### src/rtl/div_unit_pkg.sv
// Shared definitions for the multi-cycle DIV/DIVU unit.
//   DIV_WIDTH   : default operand width (quotient and remainder are each this wide)
//   DIV_ITER    : number of restoring iterations for the default width
//   div_state_e : 2-bit divider controller state code
package div_unit_pkg;

    localparam int DIV_WIDTH = 32;
    localparam int DIV_ITER  = DIV_WIDTH;

    typedef enum logic [1:0] {
        DIV_IDLE = 2'b00,
        DIV_ZERO = 2'b01,
        DIV_ON   = 2'b10,
        DIV_END  = 2'b11
    } div_state_e;

endpackage : div_unit_pkg

### src/rtl/div_unit.sv
// Multi-cycle radix-2 restoring divider serving DIV (signed) and DIVU (unsigned).
// EX holds start_i high while the decoded ALU control is a divide, stalls on busy_o,
// and writes result_o = {remainder, quotient} into HI/LO once ready_o is seen.
//
// Ports
//   clk        in   rising-edge clock
//   resetn     in   asynchronous active-low reset
//   start_i    in   divide request, only sampled while idle
//   signed_i   in   1 = DIV, 0 = DIVU; latched with the operands
//   opdata1_i  in   dividend
//   opdata2_i  in   divisor
//   annul_i    in   pipeline flush; aborts a divide in flight
//   busy_o     out  high from acceptance until the result is ready
//   ready_o    out  result valid; held while start_i stays high
//   result_o   out  {remainder, quotient}
import div_unit_pkg::*;

module div_unit #(
    parameter int WIDTH = DIV_WIDTH
) (
    input  logic               clk,
    input  logic               resetn,
    input  logic               start_i,
    input  logic               signed_i,
    input  logic [WIDTH-1:0]   opdata1_i,
    input  logic [WIDTH-1:0]   opdata2_i,
    input  logic               annul_i,
    output logic               busy_o,
    output logic               ready_o,
    output logic [2*WIDTH-1:0] result_o
);

    // Counter must be able to hold WIDTH itself: the cycle after the last
    // iteration is spent applying the sign fixup.
    localparam int               CNT_W   = $clog2(WIDTH + 1);
    localparam logic [CNT_W-1:0] ITER_C  = CNT_W'(WIDTH);
    localparam logic [CNT_W-1:0] ONE_C   = CNT_W'(1);

    // Controller state
    div_state_e          state_q, state_d;
    logic [CNT_W-1:0]    cnt_q,   cnt_d;
    logic                busy_q,  busy_d;
    logic                ready_q, ready_d;

    // Datapath state: dvd_q shifts dividend bits out at the top and quotient
    // bits in at the bottom, so it ends up holding the unsigned quotient.
    logic [WIDTH-1:0]    dvd_q,   dvd_d;
    logic [WIDTH-1:0]    dvs_q,   dvs_d;
    logic [WIDTH-1:0]    rem_q,   rem_d;
    logic                dvd_neg_q, dvd_neg_d;
    logic                dvs_neg_q, dvs_neg_d;
    logic [2*WIDTH-1:0]  result_q, result_d;

    // Controller -> datapath strobes
    logic                load_s;
    logic                step_s;
    logic                fin_s;
    logic                zfin_s;

    // Operand conditioning and iteration step
    logic                op1_neg_s;
    logic                op2_neg_s;
    logic [WIDTH-1:0]    op1_abs_s;
    logic [WIDTH-1:0]    op2_abs_s;
    logic                div_zero_s;
    logic [WIDTH:0]      rem_ext_s;
    logic [WIDTH:0]      diff_s;
    logic                ge_s;
    logic [WIDTH-1:0]    quo_fix_s;
    logic [WIDTH-1:0]    rem_fix_s;

    // Magnitudes are taken only for DIV; the most negative value maps onto
    // itself, which is also its correct unsigned magnitude.
    assign op1_neg_s  = signed_i & opdata1_i[WIDTH-1];
    assign op2_neg_s  = signed_i & opdata2_i[WIDTH-1];
    assign op1_abs_s  = op1_neg_s ? (-opdata1_i) : opdata1_i;
    assign op2_abs_s  = op2_neg_s ? (-opdata2_i) : opdata2_i;
    assign div_zero_s = (opdata2_i == {WIDTH{1'b0}});

    // Shifted partial remainder is WIDTH+1 bits wide so its top bit is never
    // lost before the compare; the borrow of the subtraction is the compare.
    assign rem_ext_s  = {rem_q, dvd_q[WIDTH-1]};
    assign diff_s     = rem_ext_s - {1'b0, dvs_q};
    assign ge_s       = ~diff_s[WIDTH];

    // Quotient is negative when operand signs differ; remainder follows the dividend.
    assign quo_fix_s  = (dvd_neg_q ^ dvs_neg_q) ? (-dvd_q) : dvd_q;
    assign rem_fix_s  = dvd_neg_q ? (-rem_q) : rem_q;

    // Controller registers: state, iteration counter and the two handshake outputs
    always_ff @(posedge clk or negedge resetn) begin
        if (!resetn) begin
            state_q <= DIV_IDLE;
            cnt_q   <= {CNT_W{1'b0}};
            busy_q  <= 1'b0;
            ready_q <= 1'b0;
        end else begin
            state_q <= state_d;
            cnt_q   <= cnt_d;
            busy_q  <= busy_d;
            ready_q <= ready_d;
        end
    end

    // Controller next-state logic and datapath strobes
    always_comb begin
        state_d = state_q;
        cnt_d   = cnt_q;
        busy_d  = busy_q;
        ready_d = ready_q;
        load_s  = 1'b0;
        step_s  = 1'b0;
        fin_s   = 1'b0;
        zfin_s  = 1'b0;

        case (state_q)
            DIV_IDLE: begin
                // A flush in the same cycle as the request wins.
                if (start_i && !annul_i) begin
                    load_s  = 1'b1;
                    cnt_d   = {CNT_W{1'b0}};
                    busy_d  = 1'b1;
                    ready_d = 1'b0;
                    if (div_zero_s) begin
                        state_d = DIV_ZERO;
                    end else begin
                        state_d = DIV_ON;
                    end
                end else begin
                    busy_d  = 1'b0;
                    ready_d = 1'b0;
                end
            end

            DIV_ZERO: begin
                // Spends two cycles here so a zero divisor reports ready two
                // edges after acceptance.
                if (annul_i) begin
                    state_d = DIV_IDLE;
                    busy_d  = 1'b0;
                    ready_d = 1'b0;
                end else if (cnt_q == ONE_C) begin
                    state_d = DIV_END;
                    zfin_s  = 1'b1;
                    busy_d  = 1'b0;
                    ready_d = 1'b1;
                end else begin
                    cnt_d = cnt_q + ONE_C;
                end
            end

            DIV_ON: begin
                if (annul_i) begin
                    state_d = DIV_IDLE;
                    busy_d  = 1'b0;
                    ready_d = 1'b0;
                end else if (cnt_q == ITER_C) begin
                    state_d = DIV_END;
                    fin_s   = 1'b1;
                    busy_d  = 1'b0;
                    ready_d = 1'b1;
                end else begin
                    step_s = 1'b1;
                    cnt_d  = cnt_q + ONE_C;
                end
            end

            DIV_END: begin
                // Result is held until EX releases the request.
                if (!start_i) begin
                    state_d = DIV_IDLE;
                    ready_d = 1'b0;
                end else begin
                    ready_d = 1'b1;
                end
            end

            default: begin
                state_d = DIV_IDLE;
                cnt_d   = {CNT_W{1'b0}};
                busy_d  = 1'b0;
                ready_d = 1'b0;
            end
        endcase
    end

    // Datapath registers: operands, partial remainder, sign flags and result
    always_ff @(posedge clk or negedge resetn) begin
        if (!resetn) begin
            dvd_q     <= {WIDTH{1'b0}};
            dvs_q     <= {WIDTH{1'b0}};
            rem_q     <= {WIDTH{1'b0}};
            dvd_neg_q <= 1'b0;
            dvs_neg_q <= 1'b0;
            result_q  <= {(2*WIDTH){1'b0}};
        end else begin
            dvd_q     <= dvd_d;
            dvs_q     <= dvs_d;
            rem_q     <= rem_d;
            dvd_neg_q <= dvd_neg_d;
            dvs_neg_q <= dvs_neg_d;
            result_q  <= result_d;
        end
    end

    // Datapath next-state: operand capture, one restoring step, final result
    always_comb begin
        dvd_d     = dvd_q;
        dvs_d     = dvs_q;
        rem_d     = rem_q;
        dvd_neg_d = dvd_neg_q;
        dvs_neg_d = dvs_neg_q;
        result_d  = result_q;

        if (load_s) begin
            dvd_d     = op1_abs_s;
            dvs_d     = op2_abs_s;
            rem_d     = {WIDTH{1'b0}};
            dvd_neg_d = op1_neg_s;
            dvs_neg_d = op2_neg_s;
        end else if (step_s) begin
            if (ge_s) begin
                rem_d = diff_s[WIDTH-1:0];
            end else begin
                rem_d = rem_ext_s[WIDTH-1:0];
            end
            dvd_d = {dvd_q[WIDTH-2:0], ge_s};
        end else begin
            dvd_d = dvd_q;
        end

        if (fin_s) begin
            result_d = {rem_fix_s, quo_fix_s};
        end else if (zfin_s) begin
            result_d = {(2*WIDTH){1'b0}};
        end else begin
            result_d = result_q;
        end
    end

    assign busy_o   = busy_q;
    assign ready_o  = ready_q;
    assign result_o = result_q;

endmodule : div_unit

### config.mk
export PLATFORM = sky130hd
export DESIGN_NAME = div_unit
export DESIGN_NICKNAME = d
export VERILOG_FILES = /design/src/rtl/div_unit_pkg.sv /design/src/rtl/div_unit.sv
export SDC_FILE = /design/constraint.sdc
export NUM_CORES = 1
export LEC_CHECK = 0
export CAP_MARGIN = 20
export CELL_PAD_IN_SITES_DETAIL_PLACEMENT = 2
export CELL_PAD_IN_SITES_GLOBAL_PLACEMENT = 2
export CORE_MARGIN = 10
export CORE_UTILIZATION = 25
export CTS_CLUSTER_DIAMETER = 200
export DETAILED_ROUTE_END_ITERATION = 12
export GPL_TIMING_DRIVEN = 0
export PLACE_DENSITY_LB_ADDON = 0.1
export SYNTH_ARGS = -nofsm -noshare
export SYNTH_HDL_FRONTEND = slang
export SYNTH_SLANG_ARGS = --single-unit
### constraint.sdc
create_clock -name clk -period 2.8 [get_ports clk]
set_clock_uncertainty 0.05 [all_clocks]
set_input_delay 0.84 -clock clk [delete_from_list [all_inputs] [get_ports clk]]
set_output_delay 0.84 -clock clk [all_outputs]
set_load 0.02 [all_outputs]
==> qor.csv <==
metric,value,unit
rows,79,
drt_wl_total,48.3,mm
drive_above_1_share,0.122,
crit_fanout,6,
min_period,3.28,ns
root_buffer,clkbuf_16,
synth_warnings,0,
status,"complete, but fails checks",
timing.fmax,0.305,GHz
die_h,237,um
reg2regPathDepth,13,
vias,11200,
period_share,1.17,
fp.dieW,237,um
grt.total_usage,0.172,
p_total,19.1,mW
drtAntennaViolNets,0,
worst_ep_required_time,3.13,ns
dieArea,56000,um^2
syn-cell-area,11700,um^2
reg2reg_to,rem_q[29],
grt_max_degree,110,
setup_slack,-0.480,ns
place_ws,-2.06,ns
cts.sinks,172,
hold_path.class,in -> async,
ir_drop,0.492,mV
grt_pass1_wl,75.8,mm
synth_edf_count,0,
relSlewSlack,0.469,
timing.hold.ws,0.256,ns
numPortBuffers,134,
ys.flop_type,dfrtp_1,
endpoint_kind,register,
async_reset_ff_frac,1.00,
synth_cell_type_count,73,
initial_core_util,0.253,
yosysSeqAreaShare,0.367,
critPathLaunchType,register,
drv_cap,0,
rsz0062_at_grt,true,
overflow,0,
failed_checks,setup timing,
clockBufferDepth,2,
clock_latency,0.47,ns
syn_area_per_cell,8.13,um^2
gp_congestion,0.821,
report.final.slew_viol_count,0,
nets,1740,
power_density,1250,nW/um^2
setup.worst_path.class,reg -> reg,
drc,0,
p_leak,6.40,nW
grt_pass1_vias,12500,
r2r_start,dvd_q[31],
synth_fp_nets,1558,
fp.coreArea,46500,um^2
hpwl,37.4,mm
routedWlPerCell,21.5,um
syn_to_final_growth,30.1,%
finalSetupViolCount,33,
fill_cells,5341,
ctsHoldBuffers,0,
drt_first_pass_iters,4,
crit_start,dvd_q[31],
drtIter0Drc,441,
h-tree-depth,4,
cts_inserted_buffers,17,
hold_viol_final,0,
rrSetupSlack,-0.48,ns
worst_pin_slew,0.797,ns
antenna_found_initial,2,
cts_tree,yes,
endpoint,rem_q[29],
netlist_instances,1444,
io_pins,135,
via_per_inst,4.97,
worstPathArrival,3.61,ns
ys_seq_elements,172,
clkTransAtPathRegs,0.07,ns
placed cells by master (no fill, tap or decap), drive strengths merged, types with 8 or more instances in the layout:
master	count
mux2i	25
clkbuf	80
and2	11
o21ai	184
nor2b	8
ha	44
o31ai	19
nand3	24
o41ai	8
nor4	13
a21o	14
and3	11
dfrtp	172
nand2	241
clkdlybuf4s50	121
o211ai	8
buf	54
a31oi	41
or4	10
nor3	33
nor2	99
nand4	10
nand2b	15
inv	64
a21oi	107
or3	11
xor2	77
xnor2	70
cell families after synthesis:
family	Yosys count	synth area share
mux	26	0.0223
buf+inv	142	0.0497
fa+ha+maj	45	0.0486
simple gates	497	0.195
xor+xnor	147	0.111
flops	172	0.367
compound gates	415	0.207
sequential cells by signal, summed over array words and instances (netlist names):
name / cells
result_o: 64
busy_o: 1
dvd_neg_q: 1
rem_q: 32
state_q: 2
dvd_q: 32
dvs_neg_q: 1
dvs_q: 32
ready_o: 1
cnt_q: 6
worst min path at each step:
stage,end,slack (ns),cells after the start
6_report,cnt_q[4],0.26,1
5_1_grt,cnt_q[0],0.29,1
4_1_cts,cnt_q[2],0.28,1
3_5_place_dp,result_o[26],0.42,2
3_3_place_gp,result_o[16],0.41,2
2_1_floorplan,dvs_q[10],0.40,2
metrics by stage:
| step | area (um^2) | instances | setup TNS (ns) | utilization |
|---|---|---|---|---|
| after floorplan | 11700 | 1444 | -0.0435 | - |
| after global placement | 13800 | 2185 | -1395.07 | 0.298 |
| after detailed placement | 13900 | 2186 | -151.73 | 0.299 |
| after CTS | 15000 | 2242 | -15.72 | 0.323 |
| after global routing | 15300 | 2246 | -16.04 | 0.328 |
| final | 15300 | 2247 | -14.03 | 0.328 |
cell usage after synthesis (3+ instances only):
master / instances / share of area
nand2_1: 240 / 0.077
dfrtp_1: 172 / 0.37
o21ai_0: 167 / 0.071
a21oi_1: 106 / 0.045
nor2_1: 97 / 0.031
xor2_1: 77 / 0.057
xnor2_1: 68 / 0.051
clkbuf_1: 65 / 0.021
inv_1: 63 / 0.020
ha_1: 44 / 0.047
a31oi_1: 40 / 0.021
nor3_1: 30 / 0.013
mux2i_1: 25 / 0.021
nand3_1: 23 / 0.0098
o31ai_1: 18 / 0.012
o21ai_1: 17 / 0.0073
nand2b_1: 15 / 0.0080
a21o_1: 14 / 0.0090
and2_1: 11 / 0.0059
nor4_1: 11 / 0.0059
and3_1: 10 / 0.0053
nand4_1: 10 / 0.0053
or3_1: 10 / 0.0053
nor2b_1: 8 / 0.0043
o211ai_1: 8 / 0.0051
or4_1: 8 / 0.0051
o41ai_1: 6 / 0.0045
buf_2: 5 / 0.0021
o21bai_1: 5 / 0.0032
a22o_1: 4 / 0.0030
buf_6: 4 / 0.0038
a211oi_1: 3 / 0.0019
and3b_1: 3 / 0.0022
buf_1: 3 / 0.00096
nand3b_1: 3 / 0.0019
o21a_1: 3 / 0.0019
o311ai_1: 3 / 0.0022
metal layers:
metal | part of all wire | track usage
met1 | 0.45 | 0.212
met2 | 0.51 | 0.306
met3 | 0.021 | 0.0199
met4 | 0.018 | 0.0554
met5 | 0 | 0
final cells by class:
class / count / area, um^2 / area share
Antenna cell: 1 / 2.50 / 0.000164
Multi-Input combinational cell: 1130 / 7280 / 0.477
Inverter: 63 / 236 / 0.0155
Clock inverter: 13 / 166 / 0.0109
Clock buffer: 19 / 453 / 0.0297
Sequential cell: 172 / 4310 / 0.282
Buffer: 69 / 363 / 0.0238
Timing Repair Buffer: 173 / 1690 / 0.111
Tap cell: 607 / 759 / 0.0498
critical path, stage by stage, from the launching register on:
cell and delay [ns]:
dfrtp_1 0.43, inv_2 0.11, ha_4 0.15, fa_2 0.22, nor2b_2 0.05, o2111a_2 0.27
o211ai_1 0.38, nand4_1 0.28, a21oi_2 0.27, nor2_4 0.11, xnor2_4 0.18, buf_6 0.18
a2111o_1 0.33, o211ai_1 0.17
what timing repair did:
item / CTS / global route
setup endpoints to repair: 122 / 92
pin swaps: 36 / 29
buffers inserted: 28 / 10
gates resized for setup: 96 / 68
gates cloned: 1 / 0
report_power, final:
part           total, mW  switching, mW  internal (mW)  leakage, nW
Combinational       12.2           7.02           5.17         3.88
Clock               2.62           1.16           1.46        0.296
Sequential          4.33           1.10           3.23         2.22
(Power assumes the default switching activity.)
